**config.mk**
```make
export PLATFORM = sky130hd
export DESIGN_NAME = alu_exec_seq
export DESIGN_NICKNAME = d
export VERILOG_FILES = /design/src/rtl/alu_exec_seq.sv
export SDC_FILE = /design/constraint.sdc
export NUM_CORES = 1
export LEC_CHECK = 0
export CAP_MARGIN = 25
export CORE_ASPECT_RATIO = 0.7
export CORE_MARGIN = 5
export CORE_UTILIZATION = 30
export CTS_BUF_LIST = sky130_fd_sc_hd__clkbuf_4 sky130_fd_sc_hd__clkbuf_8
export DETAILED_ROUTE_END_ITERATION = 16
export GPL_TIMING_DRIVEN = 0
export PLACE_DENSITY = 0.59
export RECOVER_POWER = 100
export SLEW_MARGIN = 20
export SYNTH_ARGS = -nofsm -noshare
export SYNTH_HDL_FRONTEND = slang
export SYNTH_SLANG_ARGS = --single-unit
export TNS_END_PERCENT = 100
```
**constraint.sdc**
```tcl
create_clock -name clk -period 4.8 [get_ports clk]
set_clock_uncertainty 0.2 [all_clocks]
set_input_delay 0.96 -clock clk [delete_from_list [all_inputs] [get_ports clk]]
set_output_delay 0.96 -clock clk [all_outputs]
set_load 0.02 [all_outputs]
```
**src/rtl/alu_exec_seq.sv**
```systemverilog
// Execute-stage ALU with valid/ready handshakes on both sides and a registered result/zero.
// Define ALU_BARREL_SHIFT_EN to use a single-cycle barrel shifter instead of the iterative shifter.

`ifndef ADD
`define ADD  4'b0000
`endif
`ifndef SLL
`define SLL  4'b0001
`endif
`ifndef SLT
`define SLT  4'b0010
`endif
`ifndef SLTU
`define SLTU 4'b0011
`endif
`ifndef XOR
`define XOR  4'b0100
`endif
`ifndef SRL
`define SRL  4'b0101
`endif
`ifndef OR
`define OR   4'b0110
`endif
`ifndef AND
`define AND  4'b0111
`endif
`ifndef SUB
`define SUB  4'b1000
`endif
`ifndef SRA
`define SRA  4'b1101
`endif

// Handshake: a transfer happens on a rising edge where valid & ready are both high;
// out_valid never drops and result never changes until out_valid & out_ready.
module alu_exec_seq #(
  parameter int XLEN = 32
) (
  input  logic            clk,
  input  logic            rst_n,
  input  logic            in_valid,
  output logic            in_ready,
  input  logic [3:0]      alu_ctrl,
  input  logic [XLEN-1:0] op_a,
  input  logic [XLEN-1:0] op_b,
  output logic            out_valid,
  input  logic            out_ready,
  output logic [XLEN-1:0] result,
  output logic            zero,
  output logic [1:0]      state_dbg
);

  typedef enum logic [1:0] {
    IDLE  = 2'd0,
    SHIFT = 2'd1,
    DONE  = 2'd2
  } state_t;

  state_t          state, state_next;
  logic [XLEN-1:0] result_q, res_next;
  logic            zero_q;
  logic            res_we;
  logic            accept;
  logic [XLEN-1:0] alu_out;
  logic [4:0]      shamt;

  assign shamt     = op_b[4:0];
  assign in_ready  = rst_n & ((state == IDLE) | ((state == DONE) & out_ready));
  assign accept    = in_valid & in_ready;
  assign out_valid = (state == DONE);
  assign result    = result_q;
  assign zero      = zero_q;
  assign state_dbg = state;

  always_comb begin
    alu_out = op_a + op_b;
    case (alu_ctrl)
      `ADD:  alu_out = op_a + op_b;
      `SUB:  alu_out = op_a - op_b;
      `SLT:  alu_out = {{(XLEN-1){1'b0}}, ($signed(op_a) < $signed(op_b))};
      `SLTU: alu_out = {{(XLEN-1){1'b0}}, (op_a < op_b)};
      `XOR:  alu_out = op_a ^ op_b;
      `OR:   alu_out = op_a | op_b;
      `AND:  alu_out = op_a & op_b;
`ifdef ALU_BARREL_SHIFT_EN
      `SLL:  alu_out = op_a << shamt;
      `SRL:  alu_out = op_a >> shamt;
      `SRA:  alu_out = XLEN'($signed(op_a) >>> shamt);
`endif
      default: alu_out = op_a + op_b;
    endcase
  end

`ifdef ALU_BARREL_SHIFT_EN

  always_comb begin
    state_next = state;
    res_next   = result_q;
    res_we     = 1'b0;
    case (state)
      IDLE, DONE: begin
        if (accept) begin
          res_next   = alu_out;
          res_we     = 1'b1;
          state_next = DONE;
        end else if (state == DONE && out_ready) begin
          state_next = IDLE;
        end
      end
      default: state_next = IDLE;
    endcase
  end

  always_ff @(posedge clk) begin
    if (!rst_n) begin
      state    <= IDLE;
      result_q <= '0;
      zero_q   <= 1'b0;
    end else begin
      state <= state_next;
      if (res_we) begin
        result_q <= res_next;
        zero_q   <= (res_next == '0);
      end
    end
  end

`else

  logic [4:0]      cnt_q, cnt_next;
  logic [3:0]      op_q, op_next;
  logic [XLEN-1:0] shift_out;
  logic            is_shift;

  assign is_shift = (alu_ctrl == `SLL) || (alu_ctrl == `SRL) || (alu_ctrl == `SRA);

  always_comb begin
    case (op_q)
      `SLL:    shift_out = {result_q[XLEN-2:0], 1'b0};
      `SRL:    shift_out = {1'b0, result_q[XLEN-1:1]};
      default: shift_out = {result_q[XLEN-1], result_q[XLEN-1:1]};
    endcase
  end

  always_comb begin
    state_next = state;
    res_next   = result_q;
    res_we     = 1'b0;
    cnt_next   = cnt_q;
    op_next    = op_q;
    case (state)
      IDLE, DONE: begin
        if (accept) begin
          res_we = 1'b1;
          if (is_shift) begin
            res_next   = op_a;
            cnt_next   = shamt;
            op_next    = alu_ctrl;
            state_next = (shamt == 5'd0) ? DONE : SHIFT;
          end else begin
            res_next   = alu_out;
            state_next = DONE;
          end
        end else if (state == DONE && out_ready) begin
          state_next = IDLE;
        end
      end
      SHIFT: begin
        // One bit per cycle; leaving on the edge where the counter hits zero.
        res_next = shift_out;
        res_we   = 1'b1;
        cnt_next = cnt_q - 5'd1;
        if (cnt_q == 5'd1) state_next = DONE;
      end
      default: state_next = IDLE;
    endcase
  end

  always_ff @(posedge clk) begin
    if (!rst_n) begin
      state    <= IDLE;
      result_q <= '0;
      zero_q   <= 1'b0;
      cnt_q    <= 5'd0;
      op_q     <= `ADD;
    end else begin
      state <= state_next;
      cnt_q <= cnt_next;
      op_q  <= op_next;
      if (res_we) begin
        result_q <= res_next;
        zero_q   <= (res_next == '0);
      end
    end
  end

`endif

endmodule

```
* Yosys cells after proc, flatten, opt, wreduce, memory -nomap -nowiden
Cells that the tools add are included.
Word-level totals: register bits 44, input bits 72, word-level logic and storage cells 62
Operators by class: add/sub/neg operators 3, magnitude comparators 2, equality and inequality tests 18, mux-type cells 16, bitwise operators 7, reductions and logical operators 11
Operators by type and width (count):
- 32-bit one-hot mux with 6 select lines | 1
- 32-bit one-hot mux with 2 select lines | 2
- 32-bit less-than comparator | 2
- 32-bit 2-to-1 mux | 2
- 32-bit adder | 1
- 32-bit bitwise AND | 1
- 32-bit zero test | 1
- 32-bit OR | 1
- 32-bit subtractor | 1
- 32-bit bitwise XOR | 1
- 4-bit by 3-bit equality test with 1-bit output, second input constant | 5
- 2-bit 2-to-1 mux | 5
- 5-bit 2-to-1 mux | 2
- 5-bit one-hot mux with 2 select lines | 1
- 4-bit by 1-bit equality test with 1-bit output, second input constant | 2
- 4-bit by 2-bit equality test with 1-bit output, second input constant | 2
- 4-bit equality test, second input constant | 2
- 2-bit inequality test, second input constant | 3
- 3-bit AND reduction | 2
- 5-bit by 1-bit equality test with 1-bit output, second input constant | 1
- 5-bit zero test | 1
- 5-bit by 1-bit subtractor with 5-bit output, second input constant | 1
- 2-bit one-hot mux with 2 select lines | 1
- 1-bit bitwise AND | 3
- other kinds (12) | 13

* Depth between registers and ports, before layout
word-level depth 8, depth in mapped cells 16, depth with buffers taken out 16

* Worst setup path before layout
Ideal clock, no wire load.
kind input -> register, start in op_a[0], end reg zero_q, in the netlist zero, arrival time 4149 ps, data required time 4513 ps, slack 364 ps, stages on the path 14, path buffers 0, cells stage by stage ha_1 fa_1 a21o_1 a221oi_2 a311oi_1 or2_2 a21oi_1 o31ai_1 xnor2_1 a21oi_1 or4_1 nor4_2 nand4_1 o31ai_1
On the way: word-level cells in the longest chain between the ends 6
Ends and longest elaborated chain:
- from (decl) | line 45 | input logic [XLEN-1:0] op_a,
- 32-bit adder, or another cell as far along | line 79, 91
- 32-bit one-hot mux with 6 select lines | line 78 | case (alu_ctrl)
- 32-bit 2-to-1 mux * | line 156 | if (is_shift) begin
- 32-bit 2-to-1 mux * | line 154 | if (accept) begin
- 32-bit one-hot mux with 2 select lines * | line 152 | case (state)
- 32-bit zero test * | line 193 | zero_q <= (res_next == '0);
- to (signal assigned) | line 193
- to (decl) | line 62 | logic zero_q;
Every way passes the cells marked *; elsewhere a longest branch is shown, timed or not. A chain may end at the register's enable or synchronous reset.

* Worst setup path after layout
start in alu_ctrl[2], end reg zero_q, in the netlist zero
On the way: word-level cells in the longest chain between the ends 7
Ends and longest elaborated chain:
- from (decl) | line 44 | input logic [3:0] alu_ctrl,
- parallel branches: the longest is 3 deep, another holds 32-bit one-hot mux with 6 select lines
- 32-bit 2-to-1 mux * | line 156
- 32-bit 2-to-1 mux * | line 154
- 32-bit one-hot mux with 2 select lines * | line 152
- 32-bit zero test * | line 193
Every way passes the cells marked *.

==> flow_metrics.env <==
export IMPL_pin_count=109
export IMPL_place_area_um2=9960
export IMPL_drive_gt1_frac=0.166
export IMPL_critPathKind="primary input to flop"
export IMPL_timing_final_crit_period_ns=4.83
export IMPL_avgSynthCellArea_um2=6.68
export IMPL_synth_edf_count=0
export IMPL_total_power_mw=2.03
export IMPL_cts_tree="done"
export IMPL_dieArea_um2=31500
export IMPL_dp_slack_ns=-1.27
export IMPL_die_width_um=210
export IMPL_setup_ws_ns=-0.0269
export IMPL_violations="setup timing"
export IMPL_worstPathRequired_ns=4.82
export IMPL_drc=0
export IMPL_ctsHoldBuffers=0
export IMPL_utilization=0.403
export IMPL_slew_headroom=0.352
export IMPL_drv_cap=0
export IMPL_power_density_nw_per_um2=181
export IMPL_end_kind="flop"
export IMPL_grt_pass1_vias=9949
export IMPL_synth_top_flop_cell="dfxtp_1"
export IMPL_crit_path_start_kind="primary input"
export IMPL_arrival_ns=4.84
export IMPL_rows=51
export IMPL_postLayoutCellArea_um2=11200
export IMPL_drv_slew=0
export IMPL_ys_top_cells_by_area="ha_1 15%, dfxtp_1 10%, a21oi_1 10%"
export IMPL_fmax_mhz=207
export IMPL_ant_nets=0
export IMPL_antenna_cells=0
export IMPL_peakVddDrop_mv=0.126
export IMPL_crit_fanout=10
export IMPL_yosysMostFrequentCell="a21oi_1"
export IMPL_synth_top_area_frac=0.146
export IMPL_initial_core_util=0.303
export IMPL_fin_nets=1588
export IMPL_track_usage=0.257
export IMPL_yosys_area_top_type="ha_1"
export IMPL_vias=11000
export IMPL_wl_per_cell_um=24.1
export IMPL_clkLatencyLatePin_ns=0.30
export IMPL_finalCritPeriodShare=1.01
export IMPL_grt_pass1_wl_mm=62.7
export IMPL_setup_viol=1
export IMPL_antenna_found_initial=0
export IMPL_clk_path_buf_depth=2
export IMPL_async_flop_share=0
export IMPL_yosysSeqAreaShare=0.105
export IMPL_grt_max_degree=14
export IMPL_coreArea_um2=27700
export IMPL_syn_area_um2=8400
export IMPL_synth_cells=1257
export IMPL_root_buffer="clkbuf_8"
export IMPL_yosys_register_bits=44
export IMPL_yosys_warnings=0
export IMPL_gr_total_overflow=0
export IMPL_leakage_nw=4.56
export IMPL_drt_iter0_drc=1543
export IMPL_hp_class="flop to flop"
export IMPL_clock_sinks=44
export IMPL_io_buffers=108
export IMPL_final_hold_violation_count=0
export IMPL_drt_total_wl_mm=43.0
export IMPL_syn_to_final_growth_pct=33.0
export IMPL_yosysUniqueCellTypes=82
export IMPL_die_h_um=150
export IMPL_tightest_slew_ns=0.969
export IMPL_synth_common_cells="169 x a21oi_1, 121 x nand2_1, 98 x ha_1, 98 x inv_1, 91 x nor2_1"
export IMPL_hold_slack_ns=0.282
export IMPL_gp_congestion=1.01
export IMPL_hpwlAfterDp_mm=34.0
export IMPL_first_pass_iters=7
export IMPL_outcome="finished with violations"
export IMPL_htree_levels=2
export IMPL_routed_via_density=6.13
export IMPL_cts_buffers=5
export IMPL_synth_nets=1429
export IMPL_clk_pin_slew_ns=0.08
per-layer routing:
layer | global-route usage | up-vias | routed length (um)
met3 | 0.0840 | 68 | 6610
met1 | 0.397 | 5172 | 19600
met5 | 0 | - | 0
li1 | - | 4939 | -
met2 | 0.344 | 782 | 16000
met4 | 0.0417 | 0 | 805
critical path, stage by stage:
cell and delay (ns):
clkdlybuf4s50_1 0.42, clkbuf_2 0.22, nor4b_4 0.73, clkbuf_1 0.52, clkbuf_1 0.59, a221oi_1 0.30, a311o_1 0.40, nor4_4 0.28
nand4_1 0.14, o31ai_1 0.26
cells in the final DEF (no fill, tap or decap), types with 20 or more instances in the layout:
master and instances:
dlygate4sd2_1 22, a21oi_1 159, clkdlybuf4s50_1 33, ha_1 78, dfxtp_1 44, nand2b_1 20
nor3_1 34, nor2_1 86, o21ai_0 71, clkbuf_2 26, dlygate4sd3_1 36, buf_4 47
clkbuf_1 36, o211ai_1 21, inv_1 81, nand2_1 118, xnor2_1 32
power breakdown:
| group | switching (mW) | internal [mW] | total, mW |
|---|---|---|---|
| Clock | 0.133 | 0.160 | 0.294 |
| Combinational | 0.806 | 0.496 | 1.30 |
| Sequential | 0.0383 | 0.391 | 0.429 |
worst paths after layout:
kind | start | to | slack [ns] | cells after the start
worst min register to register | zero$_SDFFE_PN0P_ | zero$_SDFFE_PN0P_ | 0.28 | 2
worst max-delay path | alu_ctrl[2] | zero$_SDFFE_PN0P_ | -0.03 | 10
worst max register to register | op_q[3]$_SDFFE_PN0P_ | zero$_SDFFE_PN0P_ | 0.75 | 12
worst min-delay path | zero$_SDFFE_PN0P_ | zero$_SDFFE_PN0P_ | 0.28 | 2
kinds of logic after synthesis:
kind of cell               share of synthesized area
muxes                                         0.0241
DFF                                            0.105
buffers and inverters                         0.0849
and+or+nand+nor                                0.240
xor gates and xnor gates                      0.0365
adders and majority gates                      0.151
AOI/OAI and AO/OA                              0.359
through the flow:
stage               TNS (ns)  cells
floorplan                  0   1257
global placement       -8.89   1736
detailed placement     -8.16   1738
CTS                        0   1771
global route        -0.00709   1788
finish               -0.0269   1788
state kept, by name, indices dropped and copies added (netlist names):
register,count
zero,1
cnt_q,5
result,32
op_q,4
state_dbg,2
area by class of cell:
class                   count  area [um2]
inverters                 102         389
plain buffers              78         372
flip-flops and latches     44         881
multi-input cells        1028        7560
fillers                  2979       16500
clock buffers               6        76.3
repair buffers            157        1390
clock inverters             2        35.0
well taps                 371         464
what timing repair did:
item,CTS,global route
resized for setup,186,90
endpoints found under the setup margin,12,4
pin swaps,36,30
setup buffers,29,17
(Power assumes the default switching activity.)
